File: src/rtl/morse_char_buffer.sv
// rtl/morse_char_buffer.sv - newest-first character store for the Morse display path
//
// Ports:
//   clk, rst        clock; asynchronous active-high reset
//   push            level; rising edge stores din into slot 0
//   bksp            level; rising edge (or auto-repeat while held) removes slot 0
//   clear           level; empties the buffer on every cycle it is high
//   din             character code captured on a push event
//   buf_out         slot i at [i*CODE_W +: CODE_W], slot 0 = newest
//   valid           bit i set when slot i holds a character
//   count           number of stored characters
//   full, empty     count == DEPTH, count == 0
//   overflow        sticky, set by any push while full, cleared by clear
//   changed         one-cycle pulse when buf_out/count changed on this edge
module morse_char_buffer #(
    parameter int DEPTH        = 8,
    parameter int CODE_W       = 5,
    parameter int SCROLL       = 1,
    parameter int REPEAT_DELAY = 50000000,
    parameter int REPEAT_RATE  = 12500000
) (
    input  logic                      clk,
    input  logic                      rst,
    input  logic                      push,
    input  logic                      bksp,
    input  logic                      clear,
    input  logic [CODE_W-1:0]         din,
    output logic [DEPTH*CODE_W-1:0]   buf_out,
    output logic [DEPTH-1:0]          valid,
    output logic [$clog2(DEPTH+1)-1:0] count,
    output logic                      full,
    output logic                      empty,
    output logic                      overflow,
    output logic                      changed
);

    localparam int CW   = $clog2(DEPTH + 1);
    localparam int RMAX = (REPEAT_DELAY > REPEAT_RATE) ? REPEAT_DELAY : REPEAT_RATE;
    localparam int RW   = $clog2(RMAX + 1);

    logic [DEPTH*CODE_W-1:0] buf_q, buf_d;
    logic [DEPTH-1:0]        valid_q, valid_d;
    logic [CW-1:0]           count_q, count_d;
    logic                    overflow_q, overflow_d;
    logic                    changed_q, changed_d;
    logic                    push_prev_q, bksp_prev_q;
    // bksp edges are only honoured once bksp has been seen low since reset,
    // so a key held through reset release does not delete a character.
    logic                    bksp_arm_q, bksp_arm_d;
    logic                    rpt_act_q, rpt_act_d;
    logic [RW-1:0]           rpt_cnt_q, rpt_cnt_d;

    logic push_ev, bksp_edge, rpt_tick, bksp_ev, is_full, is_empty;

    assign is_full   = (count_q == CW'(DEPTH));
    assign is_empty  = (count_q == '0);
    assign push_ev   = push & ~push_prev_q;
    assign bksp_edge = bksp & ~bksp_prev_q & bksp_arm_q;
    assign rpt_tick  = (REPEAT_DELAY > 0) && rpt_act_q && bksp && (rpt_cnt_q == '0);
    assign bksp_ev   = bksp_edge | rpt_tick;
    assign bksp_arm_d = bksp_arm_q | ~bksp;

    // Repeat counter: loaded with DELAY-1 at the edge so the first tick lands
    // exactly REPEAT_DELAY cycles after it; reloaded with RATE-1 on each tick.
    always_comb begin
        rpt_act_d = rpt_act_q;
        rpt_cnt_d = rpt_cnt_q;
        if (clear || !bksp || (REPEAT_DELAY == 0)) begin
            rpt_act_d = 1'b0;
            rpt_cnt_d = '0;
        end else if (bksp_edge) begin
            rpt_act_d = 1'b1;
            rpt_cnt_d = RW'(REPEAT_DELAY - 1);
        end else if (rpt_act_q) begin
            if (rpt_cnt_q == '0) begin
                rpt_cnt_d = RW'(REPEAT_RATE - 1);
            end else begin
                rpt_cnt_d = rpt_cnt_q - RW'(1);
            end
        end
    end

    always_comb begin
        buf_d      = buf_q;
        valid_d    = valid_q;
        count_d    = count_q;
        overflow_d = overflow_q;
        changed_d  = 1'b0;
        if (clear) begin
            buf_d      = '0;
            valid_d    = '0;
            count_d    = '0;
            overflow_d = 1'b0;
            changed_d  = !is_empty;
        end else if (bksp_ev) begin
            if (!is_empty) begin
                buf_d     = {{CODE_W{1'b0}}, buf_q[DEPTH*CODE_W-1:CODE_W]};
                valid_d   = valid_q >> 1;
                count_d   = count_q - CW'(1);
                changed_d = 1'b1;
            end
        end else if (push_ev) begin
            if (!is_full) begin
                buf_d     = {buf_q[(DEPTH-1)*CODE_W-1:0], din};
                valid_d   = {valid_q[DEPTH-2:0], 1'b1};
                count_d   = count_q + CW'(1);
                changed_d = 1'b1;
            end else begin
                overflow_d = 1'b1;
                if (SCROLL != 0) begin
                    buf_d     = {buf_q[(DEPTH-1)*CODE_W-1:0], din};
                    changed_d = 1'b1;
                end
            end
        end
    end

    always_ff @(posedge clk or posedge rst) begin
        if (rst) begin
            buf_q       <= '0;
            valid_q     <= '0;
            count_q     <= '0;
            overflow_q  <= 1'b0;
            changed_q   <= 1'b0;
            push_prev_q <= 1'b0;
            bksp_prev_q <= 1'b0;
            bksp_arm_q  <= 1'b0;
            rpt_act_q   <= 1'b0;
            rpt_cnt_q   <= '0;
        end else begin
            buf_q       <= buf_d;
            valid_q     <= valid_d;
            count_q     <= count_d;
            overflow_q  <= overflow_d;
            changed_q   <= changed_d;
            push_prev_q <= push;
            bksp_prev_q <= bksp;
            bksp_arm_q  <= bksp_arm_d;
            rpt_act_q   <= rpt_act_d;
            rpt_cnt_q   <= rpt_cnt_d;
        end
    end

    assign buf_out  = buf_q;
    assign valid    = valid_q;
    assign count    = count_q;
    assign full     = is_full;
    assign empty    = is_empty;
    assign overflow = overflow_q;
    assign changed  = changed_q;

endmodule

File: config.mk
export PLATFORM = sky130hd
export DESIGN_NAME = morse_char_buffer
export DESIGN_NICKNAME = d
export VERILOG_FILES = /design/src/rtl/morse_char_buffer.sv
export SDC_FILE = /design/constraint.sdc
export NUM_CORES = 1
export LEC_CHECK = 0
export CORE_UTILIZATION = 38
export DETAILED_ROUTE_END_ITERATION = 16
export GPL_ROUTABILITY_DRIVEN = 1
export HOLD_SLACK_MARGIN = 0.03
export PLACE_DENSITY = 0.57
export SKIP_CTS_REPAIR_TIMING = 1
export SYNTH_ARGS = -nofsm -noshare
export SYNTH_HDL_FRONTEND = slang
export SYNTH_SLANG_ARGS = --single-unit
File: constraint.sdc
create_clock -name clk -period 4.18 [get_ports clk]
set_clock_uncertainty 0.2 [all_clocks]
set_input_delay 0.418 -clock clk [delete_from_list [all_inputs] [get_ports clk]]
set_output_delay 0.418 -clock clk [all_outputs]
set_load 0.05 [all_outputs]
==> results of run 1 <==
## cell families (layout without fill, tap and decap cells)
group	after synthesis	after routing	synth area share (%)
adder cells (fa/ha/maj)	3	3	0.787
XOR/XNOR	4	4	0.735
multiplexers	13	13	2.81
flip-flops	84	84	44.1
buffers and inverters	79	137	7.19
AO/OA/AOI/OAI	114	114	20.8
AND/OR/NAND/NOR	205	205	23.6
## layout by cell type, fill, tap and decap left out, types with 5 or more instances in the layout
cell type and n:
o211ai_2 30, clkbuf_16 9, a31oi_1 8, a22o_1 8, nand2_1 30, buf_4 12, a21oi_1 25, dfrtp_1 84
mux2i_1 10, inv_1 40, a211oi_1 7, nand2b_1 7, o21ai_0 8, and3_1 9, clkdlybuf4s50_1 65, o211ai_1 5
or3_1 8, nor3_1 14, nand3_1 75, nor4_1 5, nor2_1 21, nor2b_1 8
## critical path, delay by kind of cell, from the launching register on
kind            cells  cell delay [ns]
compound gates      3             0.50
xor+xnor            1             0.17
fa+ha+maj           1             0.20
flops               1             0.41
mux                 1             0.14
simple gates        4             1.51
## power breakdown
part / internal [mW] / total, mW / switching, mW
clock network: 0.497 / 0.826 / 0.330
logic: 0.179 / 0.536 / 0.356
registers: 0.841 / 0.877 / 0.0359
total: 1.52 / 2.24 / 0.722
## path summary, 6_finish.rpt
| path | startpoint | to | slack, ns | depth (start not counted) |
|---|---|---|---|---|
| setup / recovery | rpt_cnt_q[17] | count[2] | 0.95 | 10 |
| hold reg to reg | rpt_cnt_q[11] | rpt_cnt_q[11] | 0.28 | 1 |
| setup reg to reg | rpt_cnt_q[17] | count[2] | 0.95 | 10 |
| min in group asynchronous | rst | rpt_cnt_q[4] | 0.30 | 3 |
| max in group asynchronous | rst | buf_out[3] | 3.13 | 3 |
| hold / removal | rpt_cnt_q[11] | rpt_cnt_q[11] | 0.28 | 1 |
## metrics by stage
stage	hold slack (ns)	area (µm²)	utilization (%)
after floorplan	0.241	4770	-
after global routing	0.294	5880	48.6
final	0.282	5880	48.6
after CTS	0.282	5880	48.6
after global placement	0.253	5570	46.0
after detailed placement	0.269	5570	46.0
## state kept, by name, summed over array words and instances (netlist names), 4 cells and up
register,count
valid,8
rpt_cnt_q,26
count,4
buf_out,40
## area by class of cell
class	instances	area, µm²
Multi-Input combinational cell	339	2340
Tap cell	168	210
Inverter	43	163
Fill cell	1154	6230
Clock buffer	11	253
Clock inverter	5	60.1
Timing Repair Buffer	78	761
Sequential cell	84	2100
## layer usage
layer / share of wire, % / vias to the layer above / global-route usage [%]
li1: - / 1933 / -
met4: 1.3 / 0 / 7.10
met1: 46 / 1987 / 25.6
met3: 3.4 / 11 / 2.92
met5: 0 / - / 0
met2: 49 / 74 / 32.7
==> results by group, run 1 <==
STA
  – Endpoints failing hold: 0
  – Setup TNS: 0 ns
  – # setup viols final: 0
  – Fmax: 0.310 GHz
  – Final worst slack: 0.950 ns
  – Slew Viols, Final: 0
  – RSZ-0062 raised after global routing: no
  – Period minus WS final: 3.23 ns
  – Worst slew margin: 47.6%
  – Final period util: 77.3%
  – Worst-Margin Slew: 0.783 ns

Floorplan
  – Top Ports: 66
  – Core area: 12100 µm²
  – Initial Util: 39.4%
  – DIE WIDTH: 114 µm
  – Row cnt: 40
  – Die footprint: 13000 µm²
  – Die Ht: 114 µm

Synth
  – Syn. warnings: 0
  – EDFF count, synth: 0
  – Avg Cell Area, Syn: 9.50 µm²
  – Yosys top cell by area: dfrtp_1
  – Cell variety after synth: 56
  – Ys flop type: dfrtp_1
  – Synth top cells by count: dfrtp_1 (84), nand3_1 (75), inv_1 (41)
  – Synthesized net count: 515
  – Asr flop ratio synth: 100%
  – Post-synthesis cell area: 4770 µm²
  – Post-synthesis register bit count: 84
  – Most common cell in the netlist: dfrtp_1
  – Synth top area cells: dfrtp_1 (44%), nand3_1 (7.9%), o211ai_2 (7.9%)
  – Area share of the largest cell type after synthesis: 44.1%
  – Sequential area share after synthesis: 44.1%
  – Post-Synthesis Cells: 502

Critical path
  – Critical-path cell list: or3_1 > nor4_4 > a31oi_4 > xnor2_1 > ha_1 > nor2_1 > mux2i_1 > o221ai_1 > or3_1 > a22o_1
  – Slowest CP cell: nor4_4
  – CP Class: reg -> reg
  – Worst setup EP type: register
  – Worst-path fanout max: 9
  – Worst path arrival time: 3.26 ns
  – CP peak stage delay: 0.61 ns
  – Critical Path Start Type: register
  – Worst EP required: 4.21 ns
  – Critical Path Most Common Cell: or3_1

Clock tree
  – Number of CTS-inserted buffers: 9
  – CTS clk-pin slew, worst paths: 0.06 ns
  – CTS tree: done
  – Clk_lat worst skew: 0.34 ns
  – Clock root cell: clkbuf_16
  – Max H-tree Level: 3
  – Clk sinks: 84
  – Clock Path Buffers: 2

Placed design
  – Post-DP HPWL: 7750 µm
  – GP Congestion: 0.772
  – Placed Cells: 712
  – Port Buffers: 65
  – Post-Place Setup Slack: 0.935 ns

Route
  – Drt via density: 5.50
  – First-pass DRT Iterations: 4
  – Final WL: 12000 µm
  – 1st-iter DRT viols: 266
  – Final ANT Viol Nets: 0
  – Post-route DRC: 0
  – Via count: 4005
  – Routed WL per cell: 16.5 µm

Final layout
  – # diodes: 0
  – Fraction of layout cells with a size suffix above 1: 14.3%
  – Final nets: 568
  – Area Growth Syn to Fin: 23.4%
  – Fin cells: 728

Pwr
  – PD cells: 380 nW/µm²
  – Pwr Total: 2.24 mW
  – Static leakage: 2.43 nW
  – VDD IR max: 0.147 mV

Global routing
  – First-pass GRT wire length: 20200 µm
  – Pin count of the biggest net entering global routing: 85
  – Gr usage total: 19.5%
  – Vias in the first global route: 3924
  – Antenna violations before repair: 0
  – Total grt overflow: 0

Run
  – MaxCap Viol Count: 0

Hold path
  – Worst Hold Class: reg -> reg

Run status
  – Status: complete, no violations
Note: power is estimated with default switching activity, not from simulation.
==> inputs of run 2 (changes only) <==
--- a/config.mk
+++ b/config.mk
@@ -9,7 +9,7 @@
 export DETAILED_ROUTE_END_ITERATION = 16
 export GPL_ROUTABILITY_DRIVEN = 1
 export HOLD_SLACK_MARGIN = 0.03
-export PLACE_DENSITY = 0.57
+export PLACE_DENSITY = 0.59
 export SKIP_CTS_REPAIR_TIMING = 1
 export SYNTH_ARGS = -nofsm -noshare
 export SYNTH_HDL_FRONTEND = slang
==> constraint.sdc (replaced) <==
create_clock -name clk -period 2.71 [get_ports clk]
set_clock_uncertainty 0.2 [all_clocks]
set_input_delay 0.271 -clock clk [delete_from_list [all_inputs] [get_ports clk]]
set_output_delay 0.271 -clock clk [all_outputs]
set_load 0.05 [all_outputs]
==> run 2 against run 1 <==
  * The flow now finishes with violations (negative setup slack)
  * Global-route usage rose by 0.89 points
  * Maximum frequency rose by 6.9%
  * Non-clock buffer count rose by 43
  * Total power rose by 62%
  * Clock power rose by 55%
  * Critical path type unchanged
==> results by group, run 2 (synthesized netlist as in run 1, its figures left out) <==
Run status
  – Status: complete, but fails checks
  – Violated checks: negative setup slack

Hold path
  – Worst Hold Class: in -> async

Global routing
  – Vias in the first global route: 4192
  – Total grt overflow: 0
  – Antenna violations before repair: 0
  – Gr usage total: 20.4%
  – Pin count of the biggest net entering global routing: 45
  – First-pass GRT wire length: 20900 µm

Final layout
  – Area Growth Syn to Fin: 34.5%
  – Sequential Area: 2100 µm²
  – Multi-input logic area: 2420 µm²
  – Most frequent cells in the layout: dfrtp_1 (83), nand3_1 (75), clkdlybuf4s50_1 (64), buf_4 (43), inv_1 (40)
  – Final nets: 611
  – # fillers: 1100
  – Fraction of layout cells with a size suffix above 1: 22.6%
  – Most common cell after layout, fill and taps aside: dfrtp_1
  – Number of flip-flops in the largest register: 40
  – # diodes: 0
  – Final instance area: 6420 µm²

Critical path
  – Crit Reg-Reg Startpoint: rpt_cnt_q[3]
  – Worst setup path start: rpt_cnt_q[3]
  – FF-to-FF End: count[2]
  – CP peak stage delay: 0.55 ns
  – Worst r2r path cells: 10
  – Critical Path End: count[2]
  – Worst-path fanout max: 3
  – Critical Path Start Type: register
  – CP Class: reg -> reg
  – Critical-path cell list: or4_4 > nor4_4 > a31oi_4 > xnor2_2 > ha_2 > nor2_2 > mux2i_1 > o221ai_1 > or3_1 > a22o_1
  – R2R Setup Slk: -0.31 ns
  – Worst path arrival time: 3.06 ns
  – Slowest CP cell: or4_4
  – Worst setup EP type: register
  – Worst EP required: 2.75 ns

Floorplan
  – Die footprint: 13000 µm²
  – Die Ht: 114 µm
  – Initial Util: 39.4%
  – Top Ports: 66
  – Core area: 12100 µm²
  – DIE WIDTH: 114 µm
  – Row cnt: 40

Route
  – Drt via density: 5.52
  – Via count: 4256
  – Final WL: 12800 µm
  – Routed WL per cell: 16.6 µm
  – First-pass DRT Iterations: 5
  – 1st-iter DRT viols: 280
  – Final ANT Viol Nets: 0
  – Post-route DRC: 0

Clock tree
  – Clock Path Buffers: 2
  – Number of CTS-inserted buffers: 9
  – Clock root cell: clkbuf_16
  – Clk sinks: 84
  – CTS tree: done
  – Clk_lat worst skew: 0.35 ns
  – CTS clk-pin slew, worst paths: 0.07 ns
  – Max H-tree Level: 3

STA
  – Period minus WS final: 3.02 ns
  – Endpoints failing hold: 0
  – Fmax: 0.331 GHz
  – Worst-Margin Slew: 0.748 ns
  – # setup viols final: 37
  – Final period util: 111%
  – Slew Viols, Final: 0
  – Final hold slack: 0.0639 ns
  – Worst slew margin: 49.9%
  – RSZ-0062 raised after global routing: yes
  – Final worst slack: -0.310 ns

Run
  – MaxCap Viol Count: 0

Placed design
  – Post-DP HPWL: 8450 µm
  – Port Buffers: 65
  – Post-DP Area: 5880 µm²
  – GP Congestion: 0.790

Pwr
  – PD cells: 567 nW/µm²
  – VDD IR max: 0.367 mV
  – Static leakage: 2.71 nW
[run 2: worst min path at each step]
stage / endpoint / cells after the start
floorplan: bksp_prev_q / 0
global placement: rpt_cnt_q[11] / 1
detailed placement: rpt_cnt_q[11] / 1
CTS: buf_out[30] / 2
global route: buf_out[30] / 2
finish: buf_out[30] / 2
[run 2: metal layers]
layer,track usage (%),part of all wire (%),vias up
li1,-,-,2030
met1,25.7,44,2093
met2,34.2,50,117
met3,4.84,4.5,16
met4,7.19,1.5,0
met5,0,0,-
[run 2: report_power, final]
group	internal (mW)	switching [mW]
registers	1.30	0.0574
logic	0.406	0.594
clock network	0.727	0.553
total	2.43	1.20
[run 2: per-stage QoR]
step | power [mW] | setup slack, ns | std cells | TNS [ns] | util [%]
floorplan | 1.98 | -0.423 | 502 | -0.902 | -
global placement | 2.28 | -0.181 | 745 | -0.240 | 48.6
detailed placement | 2.28 | -0.237 | 745 | -0.355 | 48.6
CTS | 3.58 | -0.245 | 761 | -0.421 | 51.1
global route | 3.80 | -0.386 | 771 | -7.16 | 53.0
finish | 3.64 | -0.310 | 771 | -4.32 | 53.0
[run 2: layout make-up]
cell class / count / share of cell area (%)
clock inverter: 7 / 1.25
timing repair buffer: 121 / 19.0
inverter: 43 / 2.54
tap: 168 / 3.28
sequential: 84 / 32.8
clock buffer: 9 / 3.51
multi-input combinational: 339 / 37.7
[run 2: worst max-delay path: cells and delay by family, from the launching register on]
family | cells | cell delay, ns
xor+xnor | 1 | 0.16
simple gates | 4 | 1.28
flops | 1 | 0.37
fa+ha+maj | 1 | 0.22
compound gates | 3 | 0.50
mux | 1 | 0.17
==> inputs of run 3 (changes only) <==
--- a/config.mk
+++ b/config.mk
@@ -7,7 +7,6 @@
 export LEC_CHECK = 0
 export CORE_UTILIZATION = 38
 export DETAILED_ROUTE_END_ITERATION = 16
-export GPL_ROUTABILITY_DRIVEN = 1
 export HOLD_SLACK_MARGIN = 0.03
 export PLACE_DENSITY = 0.59
 export SKIP_CTS_REPAIR_TIMING = 1
==> results of run 3 <==
The final DEF is identical to that of run 2; final timing and power are the same.
